===== config.mk =====
export PLATFORM = sky130hd
export DESIGN_NAME = read_ptr
export DESIGN_NICKNAME = d
export VERILOG_FILES = /design/src/rtl/read_ptr.sv
export SDC_FILE = /design/constraint.sdc
export NUM_CORES = 1
export LEC_CHECK = 0
export BUFFER_PORTS_ARGS = -buffer_cell sky130_fd_sc_hd__clkbuf_2
export CORE_AREA = 2 2 39 41
export DETAILED_ROUTE_END_ITERATION = 12
export DIE_AREA = 0 0 41 43
export GPL_TIMING_DRIVEN = 0
export PLACE_DENSITY_LB_ADDON = 0.25
export SYNTH_ARGS = -nofsm -noshare
export SYNTH_HDL_FRONTEND = slang
export SYNTH_SLANG_ARGS = --single-unit

===== constraint.sdc =====
create_clock -name clk_i -period 2.3 [get_ports clk_i]
set_clock_uncertainty 0.05 [all_clocks]
set_input_delay 0 -clock clk_i [delete_from_list [all_inputs] [get_ports clk_i]]
set_output_delay 0 -clock clk_i [all_outputs]
set_load 0.02 [all_outputs]

===== src/rtl/read_ptr.sv =====
// ---------------------------------------------------------------------------
// read_ptr
//   Read-side pointer and empty logic of a dual-clock FIFO (mirror of the
//   write pointer block). Holds the binary read counter in the read clock
//   domain, exports a registered Gray read pointer to the write domain and
//   compares against the already-synchronised Gray write pointer to produce
//   the registered empty flag.
//
//   Optional feature macro: FIFO_RD_LEVEL_EN
//     defined   -> registered fill level and almost-empty flag are built
//     undefined -> level_o tied to 0, almost_empty_o follows fifo_empty_o
//
// Ports
//   clk_i           read-domain clock
//   rst_i           asynchronous reset, active-low
//   wr_ptr_2_i      Gray write pointer, synchronised into read domain
//   inc_i           read request
//   ptr_o           Gray read pointer (to write-domain synchroniser)
//   addr_o          RAM read address (low bits of binary read counter)
//   fifo_empty_o    FIFO empty, registered
//   rd_valid_o      RAM data at previously presented addr_o is valid
//   underflow_o     one-cycle pulse: read requested while empty
//   level_o         entries available (FIFO_RD_LEVEL_EN only)
//   almost_empty_o  level_o <= AE_THRESH (FIFO_RD_LEVEL_EN only)
// ---------------------------------------------------------------------------
module read_ptr #(
    parameter int unsigned ADDR_SIZE = 2,
    parameter int unsigned AE_THRESH = 1
) (
    input  logic                 clk_i,
    input  logic                 rst_i,
    input  logic [ADDR_SIZE:0]   wr_ptr_2_i,
    input  logic                 inc_i,
    output logic [ADDR_SIZE:0]   ptr_o,
    output logic [ADDR_SIZE-1:0] addr_o,
    output logic                 fifo_empty_o,
    output logic                 rd_valid_o,
    output logic                 underflow_o,
    output logic [ADDR_SIZE:0]   level_o,
    output logic                 almost_empty_o
);

    logic [ADDR_SIZE:0] r_rd_bin;
    logic [ADDR_SIZE:0] r_ptr;
    logic               r_empty;
    logic               r_rd_valid;
    logic               r_underflow;

    logic               w_rd_en;
    logic [ADDR_SIZE:0] w_rd_bin_next;
    logic [ADDR_SIZE:0] w_gray_next;

    assign w_rd_en       = inc_i & ~r_empty;
    assign w_rd_bin_next = r_rd_bin + {{ADDR_SIZE{1'b0}}, w_rd_en};
    assign w_gray_next   = w_rd_bin_next ^ (w_rd_bin_next >> 1);

    always_ff @(posedge clk_i or negedge rst_i) begin
        if (!rst_i) begin
            r_rd_bin    <= '0;
            r_ptr       <= '0;
            r_empty     <= 1'b1;
            r_rd_valid  <= 1'b0;
            r_underflow <= 1'b0;
        end else begin
            r_rd_bin    <= w_rd_bin_next;
            r_ptr       <= w_gray_next;
            // Compared against the look-ahead pointer so empty asserts on the
            // same edge that consumes the last entry.
            r_empty     <= (w_gray_next == wr_ptr_2_i);
            r_rd_valid  <= w_rd_en;
            r_underflow <= inc_i & r_empty;
        end
    end

    assign ptr_o        = r_ptr;
    assign addr_o       = r_rd_bin[ADDR_SIZE-1:0];
    assign fifo_empty_o = r_empty;
    assign rd_valid_o   = r_rd_valid;
    assign underflow_o  = r_underflow;

`ifdef FIFO_RD_LEVEL_EN
    localparam logic [ADDR_SIZE:0] AE_T = AE_THRESH[ADDR_SIZE:0];

    logic [ADDR_SIZE:0] w_wr_bin;
    logic [ADDR_SIZE:0] w_level_next;
    logic [ADDR_SIZE:0] r_level;
    logic               r_almost_empty;

    // Gray-to-binary: each binary bit is the XOR of all Gray bits at or above it.
    always_comb begin
        w_wr_bin = '0;
        for (int unsigned i = 0; i <= ADDR_SIZE; i++) begin
            w_wr_bin[i] = ^(wr_ptr_2_i >> i);
        end
    end

    assign w_level_next = w_wr_bin - w_rd_bin_next;

    always_ff @(posedge clk_i or negedge rst_i) begin
        if (!rst_i) begin
            r_level        <= '0;
            r_almost_empty <= 1'b1;
        end else begin
            r_level        <= w_level_next;
            r_almost_empty <= (w_level_next <= AE_T);
        end
    end

    assign level_o        = r_level;
    assign almost_empty_o = r_almost_empty;
`else
    assign level_o        = '0;
    assign almost_empty_o = r_empty;
`endif

endmodule


### Word-level counts from Yosys, hierarchy flattened

Index checks and enable logic that the tools add are counted.

| storage, ports and cells | value |
|---|---|
| flip-flop bits (word level) | 9 |
| input bits | 6 |
| word-level logic and storage cells | 11 |

| cells by class | value |
|---|---|
| $add $sub $neg | 1 |
| equal/unequal tests | 1 |
| bitwise gates (word level) | 4 |

Operator list:

| kind | count |
|---|---|
| $add 3x1->3 | 1 |
| $eq 3x3->1 | 1 |
| $xor 3x2->3 | 1 |
| $and 1x1->1 | 2 |
| $not 1->1 | 1 |

### Logic depth before layout (Yosys ltp)

Gate-level depths: netlist of the first run.

| depth | value |
|---|---|
| depth after elaboration | 5 |
| depth in mapped cells | 7 |

### Worst setup path before layout of the first run

No wires, ideal clock.

| path | value |
|---|---|
| path type | reg2reg |
| start | reg r_empty, in the netlist almost_empty_o |
| end | reg r_empty, in the netlist almost_empty_o |
| arrival | 1.588 ns |
| clock period less this slack | 1.711 ns |
| cell stages (with the launch flop) | 7 |
| data required time | 2.177 ns |
| path slack | 0.589 ns |
| path buffers | 0 |
| path through | dfstp_2 nor2b_1 ha_1 ha_1 xnor2_2 mux2i_1 o2bb2ai_1 |

| between the ends | value |
|---|---|
| longest elaborated chain between the ends | 5 |

Ends and longest elaborated chain:

| element | RTL line | text |
|---|---|---|
| from (decl) | 45 | `logic r_empty;` |
| from (signal assigned) | 69 | `r_empty <= (w_gray_next == wr_ptr_2_i);` |
| $not 1->1 | 53 | `assign w_rd_en = inc_i & ~r_empty;` |
| $and 1x1->1 | 53 |  |
| named net w_rd_en | 49 | `logic w_rd_en;` |
| $add 3x1->3 | 54 | `assign w_rd_bin_next = r_rd_bin + {{ADDR_SIZE{1'b0}}, w_rd_en};` |
| $xor 3x2->3 | 55 | `assign w_gray_next = w_rd_bin_next ^ (w_rd_bin_next >> 1);` |
| $eq 3x3->1 | 69 |  |

The timed path passes the listed nets, and every way through them passes these cells.

### Final worst setup path of the first run

Same ends and word-level chain as after synthesis.

==> impl_results.md, run 1 <==
* Status: finished clean
* NetSw at 0.282 mW
* Drt wl/cell at 8.20 um
* Post-synth EDFFs at 0
* RR Endpoint: almost_empty_o
* R2R Setup Slk at about 0.56 ns
* Cell taking the most area after synthesis: dfrtp_1
* Antenna viol nets, final at 0
* Drt total wl at between 500 and 600 um
* Critical Path Sink Type: flop
* Max H-tree Level at 1
* Tcrit/Tclk final at 0.757
* FMAX at 574 MHz
* WP data arrival at 1.87 ns
* Post-place setup slack at 0.562 ns
* Hold Crit Class: primary input to flop
* Crit Path Class: flop to flop
* Worst path slowest cell: dfstp_2
* Grt ovf at 0
* CP Cell Sequence: nor2b_1, ha_1, ha_1, xnor2_2, mux2i_1, o2bb2ai_1
* Total of warnings raised by yosys at 0
* Flop pwr share at 0.330
* Slowest stage delay, CP at 0.55 ns
* Post-route worst setup slack at 0.559 ns
* # nets final at 63
* Seq cells post-synth at 8
* DRC at 0
* Pin count of the biggest net entering global routing at 9
* Final setup fails at 0
* Worst Hold Path EP: almost_empty_o
* Cell family with most CP delay: flip-flops
* Worst-path clk slew at 0.06 ns
* Post-synthesis sequential area ratio at 0.530
* Peak VDD IR at 0.327 mV
* Fraction of layout cells with a size suffix above 1 at 0.463
* Vias per cell at 3.89
* P_leak at 0.289 nW
* First-pass detailed-route iteration total at 1
* Post-Syn Area at about 380 um^2
* Root buffer cell: clkbuf_4
* Commonest cells post-synth: dfrtp_1, buf_4
* CP Buf/Inv Count at 0
* Count leader, synth: dfrtp_1
* Post-Syn Instances at 31
* Top area cells in the synthesized netlist: dfrtp_1, buf_4, dfstp_2
* Die width at 41 um
* Gate power share at 0.502
* Port bufs at 14
* Diodes inserted at 0
* Cell mode on critical path: ha_1
* Sw frac at 0.402
* Power Dens Cells at 1310 nW/um^2
* Layout area overhead at 40.5%
* CTS max path bufs at 2
* Initial antenna violation count at 0
* Initial Utilization at 0.275
* Multi-input gate area at between 150 and 200 um^2
* Setup tns final at 0 ns
* Startpoint Class: flop
* Clock Power Share at 0.168
* CORE AREA at approximately 1400 um^2
* Fraction of registers with async set/reset at 1.00
* RSZ-0062 raised after global routing: no
* Syn avg cell area at about 12 um^2
* CTS resizes at 0
* Routability Congestion at 0.536
* Worst R2R Start: almost_empty_o
* Register area at around 200 um^2
* R2R depth at 6
* Ports at 18
* Die H at approximately 43 um
* Hold Worst Slack at 0.0309 ns
* Finished Cell Area at 534 um^2
* Starting DRT DRC Count at 0
* Overall Global Routing Usage at 0.0796
* Synth top area share at 0.461
* Final Max Tran Viols at 0
* Worst-skew pair later-pin latency at 0.26 ns
* Inserted Clock Buffers at 3
* Period minus WS final at approximately 1.7 ns
* Vias in the first global route at 236
* Top FF cell, synth: dfrtp_1
* Final hold violations at 0
* Site Rows at 14
* Filler cells at 154
* Hold Path Stages at 4
* Post-DP Area at 478 um^2
* Unique masters post-synth at 17
* DR vias at about 270
* First-pass GRT wire length at 903 um
* Int Pwr at 0.420 mW
* Worst path required time at approximately 2.4 ns
* Clock sink total at 8
* Max-cap violation count at 0
* CTS tree: done
* Area of the die at 1760 um^2
* Hold path start: wr_ptr_2_i[1]
* Crit Path Max Fanout at 4
layout by cell type, fill, tap and decap left out, types with 2 or more instances in the layout:
master	n
clkbuf_2	14
dfrtp_1	7
conb_1	3
mux2i_1	2
and2b_1	2
buf_4	4
xor2_1	2
nand2_1	2
dlygate4sd3_1	3
clkbuf_4	3
ha_1	2
what timing repair did:
item | 4_1_cts | 5_1_grt
hold buffers | 3 | 0
setup endpoints to repair | 0 | 0
hold endpoints to repair | 11 | 0
setup buffers | 0 | 0
through the flow:
step                       util  instances  total power, mW
after floorplan               -         33            0.498
after global placement    0.345         63            0.585
final                     0.386         70            0.702
after detailed placement  0.345         63            0.588
after CTS                 0.386         70            0.712
after global routing      0.386         70            0.762
state kept, by name, summed over array words and instances (netlist names):
| signal | cells |
|---|---|
| almost_empty_o | 1 |
| ptr_o | 3 |
| r_rd_bin | 2 |
| rd_valid_o | 1 |
| underflow_o | 1 |
worst min-delay path: cells and delay by family:
kind,cells,cell delay (ns)
simple gates,1,0.05
mux,1,0.06
compound gates,1,0.12
buf+inv,1,0.10
cell type report:
class | count | area share
inverter | 1 | 0.00703
tap | 16 | 0.0375
timing repair buffer | 17 | 0.187
sequential | 8 | 0.377
multi-input combinational | 20 | 0.286
clock buffer | 4 | 0.0492
buffer | 4 | 0.0562
how the worst max path moves through the flow:
stage / start / endpoint / slack, ns / cells past startpoint
3_3_place_gp: almost_empty_o / almost_empty_o / 0.56 / 6
5_1_grt: almost_empty_o / almost_empty_o / 0.45 / 6
3_5_place_dp: almost_empty_o / almost_empty_o / 0.56 / 6
2_1_floorplan: almost_empty_o / almost_empty_o / 0.59 / 6
6_report: almost_empty_o / almost_empty_o / 0.56 / 6
4_1_cts: almost_empty_o / almost_empty_o / 0.54 / 6
kinds of logic after synthesis:
group                      after synthesis  synth area share
DFF                                      8             0.530
AOI/OAI and AO/OA                        1            0.0230
adders and majority gates                2            0.0658
other                                    1           0.00986
xor gates and xnor gates                 4             0.112
buffers and inverters                    5            0.0888
muxes                                    2            0.0526
and+or+nand+nor                          8             0.118
power by group through the flow:
stage	Combinational (mW)	Sequential (mW)	Clock [mW]
detailed placement	0.354	0.234	0
global placement	0.352	0.233	0
global route	0.396	0.237	0.129
finish	0.352	0.231	0.118
floorplan	0.195	0.303	0
CTS	0.359	0.231	0.122
metal layers:
layer	routed length, um	up-vias	part of all wire	global-route usage
li1	-	139	-	-
met1	234	120	0.41	0.0909
met2	289	11	0.50	0.103
met3	32	2	0.056	0.0157
met4	18	0	0.031	0.100
met5	0	-	0	0
Note: power is estimated with default switching activity, not from simulation.
==> inputs of run 2 (changes only) <==
--- a/config.mk
+++ b/config.mk
@@ -5,6 +5,7 @@
 export SDC_FILE = /design/constraint.sdc
 export NUM_CORES = 1
 export LEC_CHECK = 0
+export ABC_AREA = 1
 export BUFFER_PORTS_ARGS = -buffer_cell sky130_fd_sc_hd__clkbuf_2
 export CORE_AREA = 2 2 39 41
 export DETAILED_ROUTE_END_ITERATION = 12
==> constraint.sdc (replaced) <==
create_clock -name clk_i -period 1.6 [get_ports clk_i]
set_clock_uncertainty 0.05 [all_clocks]
set_input_delay 0 -clock clk_i [delete_from_list [all_inputs] [get_ports clk_i]]
set_output_delay 0 -clock clk_i [all_outputs]
set_load 0.02 [all_outputs]
==> impl_results.md, run 2 <==
* Die width at approximately 41 um
* CORE AREA at 1380 um^2
* Max-cap violation count at 0
* Worst-skew pair later-pin latency at 0.26 ns
* Inserted Clock Buffers at 3
* Cell mode on critical path: nand2_1
* First-pass GRT wire length at 1.26 mm
* Total of warnings raised by yosys at 0
* Register area at 201 um^2
* Root buffer cell: clkbuf_4
* Count leader, synth: nand2_1
* Clock sink total at 8
* CP Buf/Inv Count at 1
* Multi-input gate area at 220 um^2
* Area of the die at 1760 um^2
* Drt wl/cell at 8.57 um
* Number of flip-flops in the largest register at 3
* Pin count of the biggest net entering global routing at 9
* Status: finished clean
* Commonest cells post-synth: nand2_1, dfrtp_1, inv_1, nand3_1, buf_4
* Initial Utilization at 0.294
* Seq cells post-synth at 8
* CP Cell Sequence: nor2_4, ha_4, ha_4, inv_4, nand2_4, nand2_2, nand2_1, nand2_1, nand2_1, nor2_2
* Post-DP Area at 524 um^2
* Worst path required time at between 1.5 and 2 ns
* Post-Syn Area at 407 um^2
* Commonest cells after routing, fill and taps aside: clkbuf_2, nand2_1, dfrtp_1
* Post-synth EDFFs at 0
* Worst path slowest cell: dfstp_2
* Post-Syn Instances at 50
* Ports at 18
* Top area cells in the synthesized netlist: dfrtp_1, nand2_1, buf_4
* DRC at 0
* Crit Path Max Fanout at 5
* Critical Path Sink Type: flop
* Hold Crit Class: primary input to asynchronous set/reset pin
* Post-synthesis sequential area ratio at 0.495
* Syn avg cell area at 8.13 um^2
* Routability Congestion at 0.779
* FMAX at 652 MHz
* Final Max Tran Viols at 0
* Worst-path clk slew at about 0.06 ns
* Synth top area share at 0.431
* Vias per cell at just over 4
* Power Dens Cells at 2270 nW/um^2
* Tcrit/Tclk final at 0.959
* Commonest non-fill, non-tap cell in the layout: clkbuf_2
* Startpoint Class: flop
* Fraction of layout cells with a size suffix above 1 at 0.500
* Die H at between 40 and 50 um
* Antenna viol nets, final at 0
* Crit Path Class: flop to flop
* Starting DRT DRC Count at 1
* Slowest stage delay, CP at 0.55 ns
* Overall Global Routing Usage at 0.116
* Layout area overhead at 61.8%
* Max H-tree Level at 1
* P_leak at roughly 0.37 nW
* First-pass detailed-route iteration total at 2
* Vias in the first global route at 346
* Port bufs at 14
* Period minus WS final at 1.53 ns
* Dpl hpwl at a little under 600 um
* # nets final at 85
* Fraction of registers with async set/reset at 1.00
* CTS tree: done
* RSZ-0062 raised after global routing: yes
* Tot Pwr at between 1 and 1.5 mW
* Initial antenna violation count at 0
* Grt ovf at 0
* Filler cells at between 100 and 150
* Diodes inserted at 0
* Drt total wl at ~790 um
* WP data arrival at 1.67 ns
* Cell taking the most area after synthesis: dfrtp_1
* Final setup fails at 0
* DR vias at 380
* Finished Cell Area at 658 um^2
* Unique masters post-synth at 13
* Top FF cell, synth: dfrtp_1
* Peak VDD IR at 0.707 mV
* Setup tns final at 0 ns
* Final hold violations at 0
* Site Rows at 14
* CTS max path bufs at 2
* Cell family with most CP delay: flip-flops
==> run 2: path summary, 6_finish.rpt <==
kind	slack [ns]	end	depth (start not counted)	from
worst max-delay path	0.07	almost_empty_o	10	almost_empty_o
worst min-delay path	0.06	ptr_o[2]	2	rst_i
worst max register to register	0.07	almost_empty_o	10	almost_empty_o
worst min register to register	0.48	rd_valid_o	1	almost_empty_o
max in group asynchronous	1.19	almost_empty_o	2	rst_i
min in group clk_i	0.46	underflow_o	4	inc_i
==> run 2: worst register-to-register path, cell delays in order, from the launching register on <==
cell	delay [ns]
dfstp_2	0.55
nor2_4	0.04
ha_4	0.16
ha_4	0.31
inv_4	0.05
nand2_4	0.05
nand2_2	0.05
nand2_1	0.06
nand2_1	0.05
nand2_1	0.06
nor2_2	0.03
==> run 2: through the flow <==
step           hold slack [ns]   util  std cells  setup WS (ns)
3_3_place_gp            -0.193  0.379         82         0.0194
2_1_floorplan           -0.346      -         52         0.0116
3_5_place_dp            -0.189  0.379         82        0.00186
4_1_cts                 0.0728  0.439         92         0.0243
5_1_grt                 0.0937  0.476         92       -0.00565
6_report                0.0627  0.476         92         0.0658
==> run 2: logic make-up after synthesis <==
family | count (synthesis) | share of synthesized area
simple gates | 27 | 0.286
buf+inv | 12 | 0.148
flops | 8 | 0.495
fa+ha+maj | 2 | 0.0615
other cells | 1 | 0.00922
==> run 2: cell type report <==
| class | instances | share of cell area |
|---|---|---|
| well taps | 16 | 0.0304 |
| flip-flops and latches | 8 | 0.306 |
| multi-input cells | 32 | 0.335 |
| inverters | 8 | 0.0494 |
| repair buffers | 20 | 0.194 |
| plain buffers | 4 | 0.0456 |
| clock buffers | 4 | 0.0399 |
==> run 2: timing repair <==
action | CTS | global route
setup buffers | 1 | 0
setup endpoints to repair | 1 | 1
endpoints found under the hold margin | 11 | 0
gates resized for setup | 0 | 12
hold buffers | 5 | 0
pin swaps | 0 | 11
==> run 2: routing by layer <==
metal / share of wire / up-vias / global-route usage
met3: 0.063 / 5 / 0.0471
met1: 0.39 / 165 / 0.105
met4: 0.053 / 0 / 0.140
met5: 0 / - / 0
li1: - / 195 / -
met2: 0.49 / 15 / 0.166
==> run 2: where the power goes <==
part           leakage, nW  internal (mW)  switching [mW]  total [mW]
logic                0.258          0.393           0.558       0.951
clock network       0.0150         0.0959          0.0767       0.173
registers           0.0956          0.309          0.0603       0.369
total                0.369          0.797           0.695        1.49
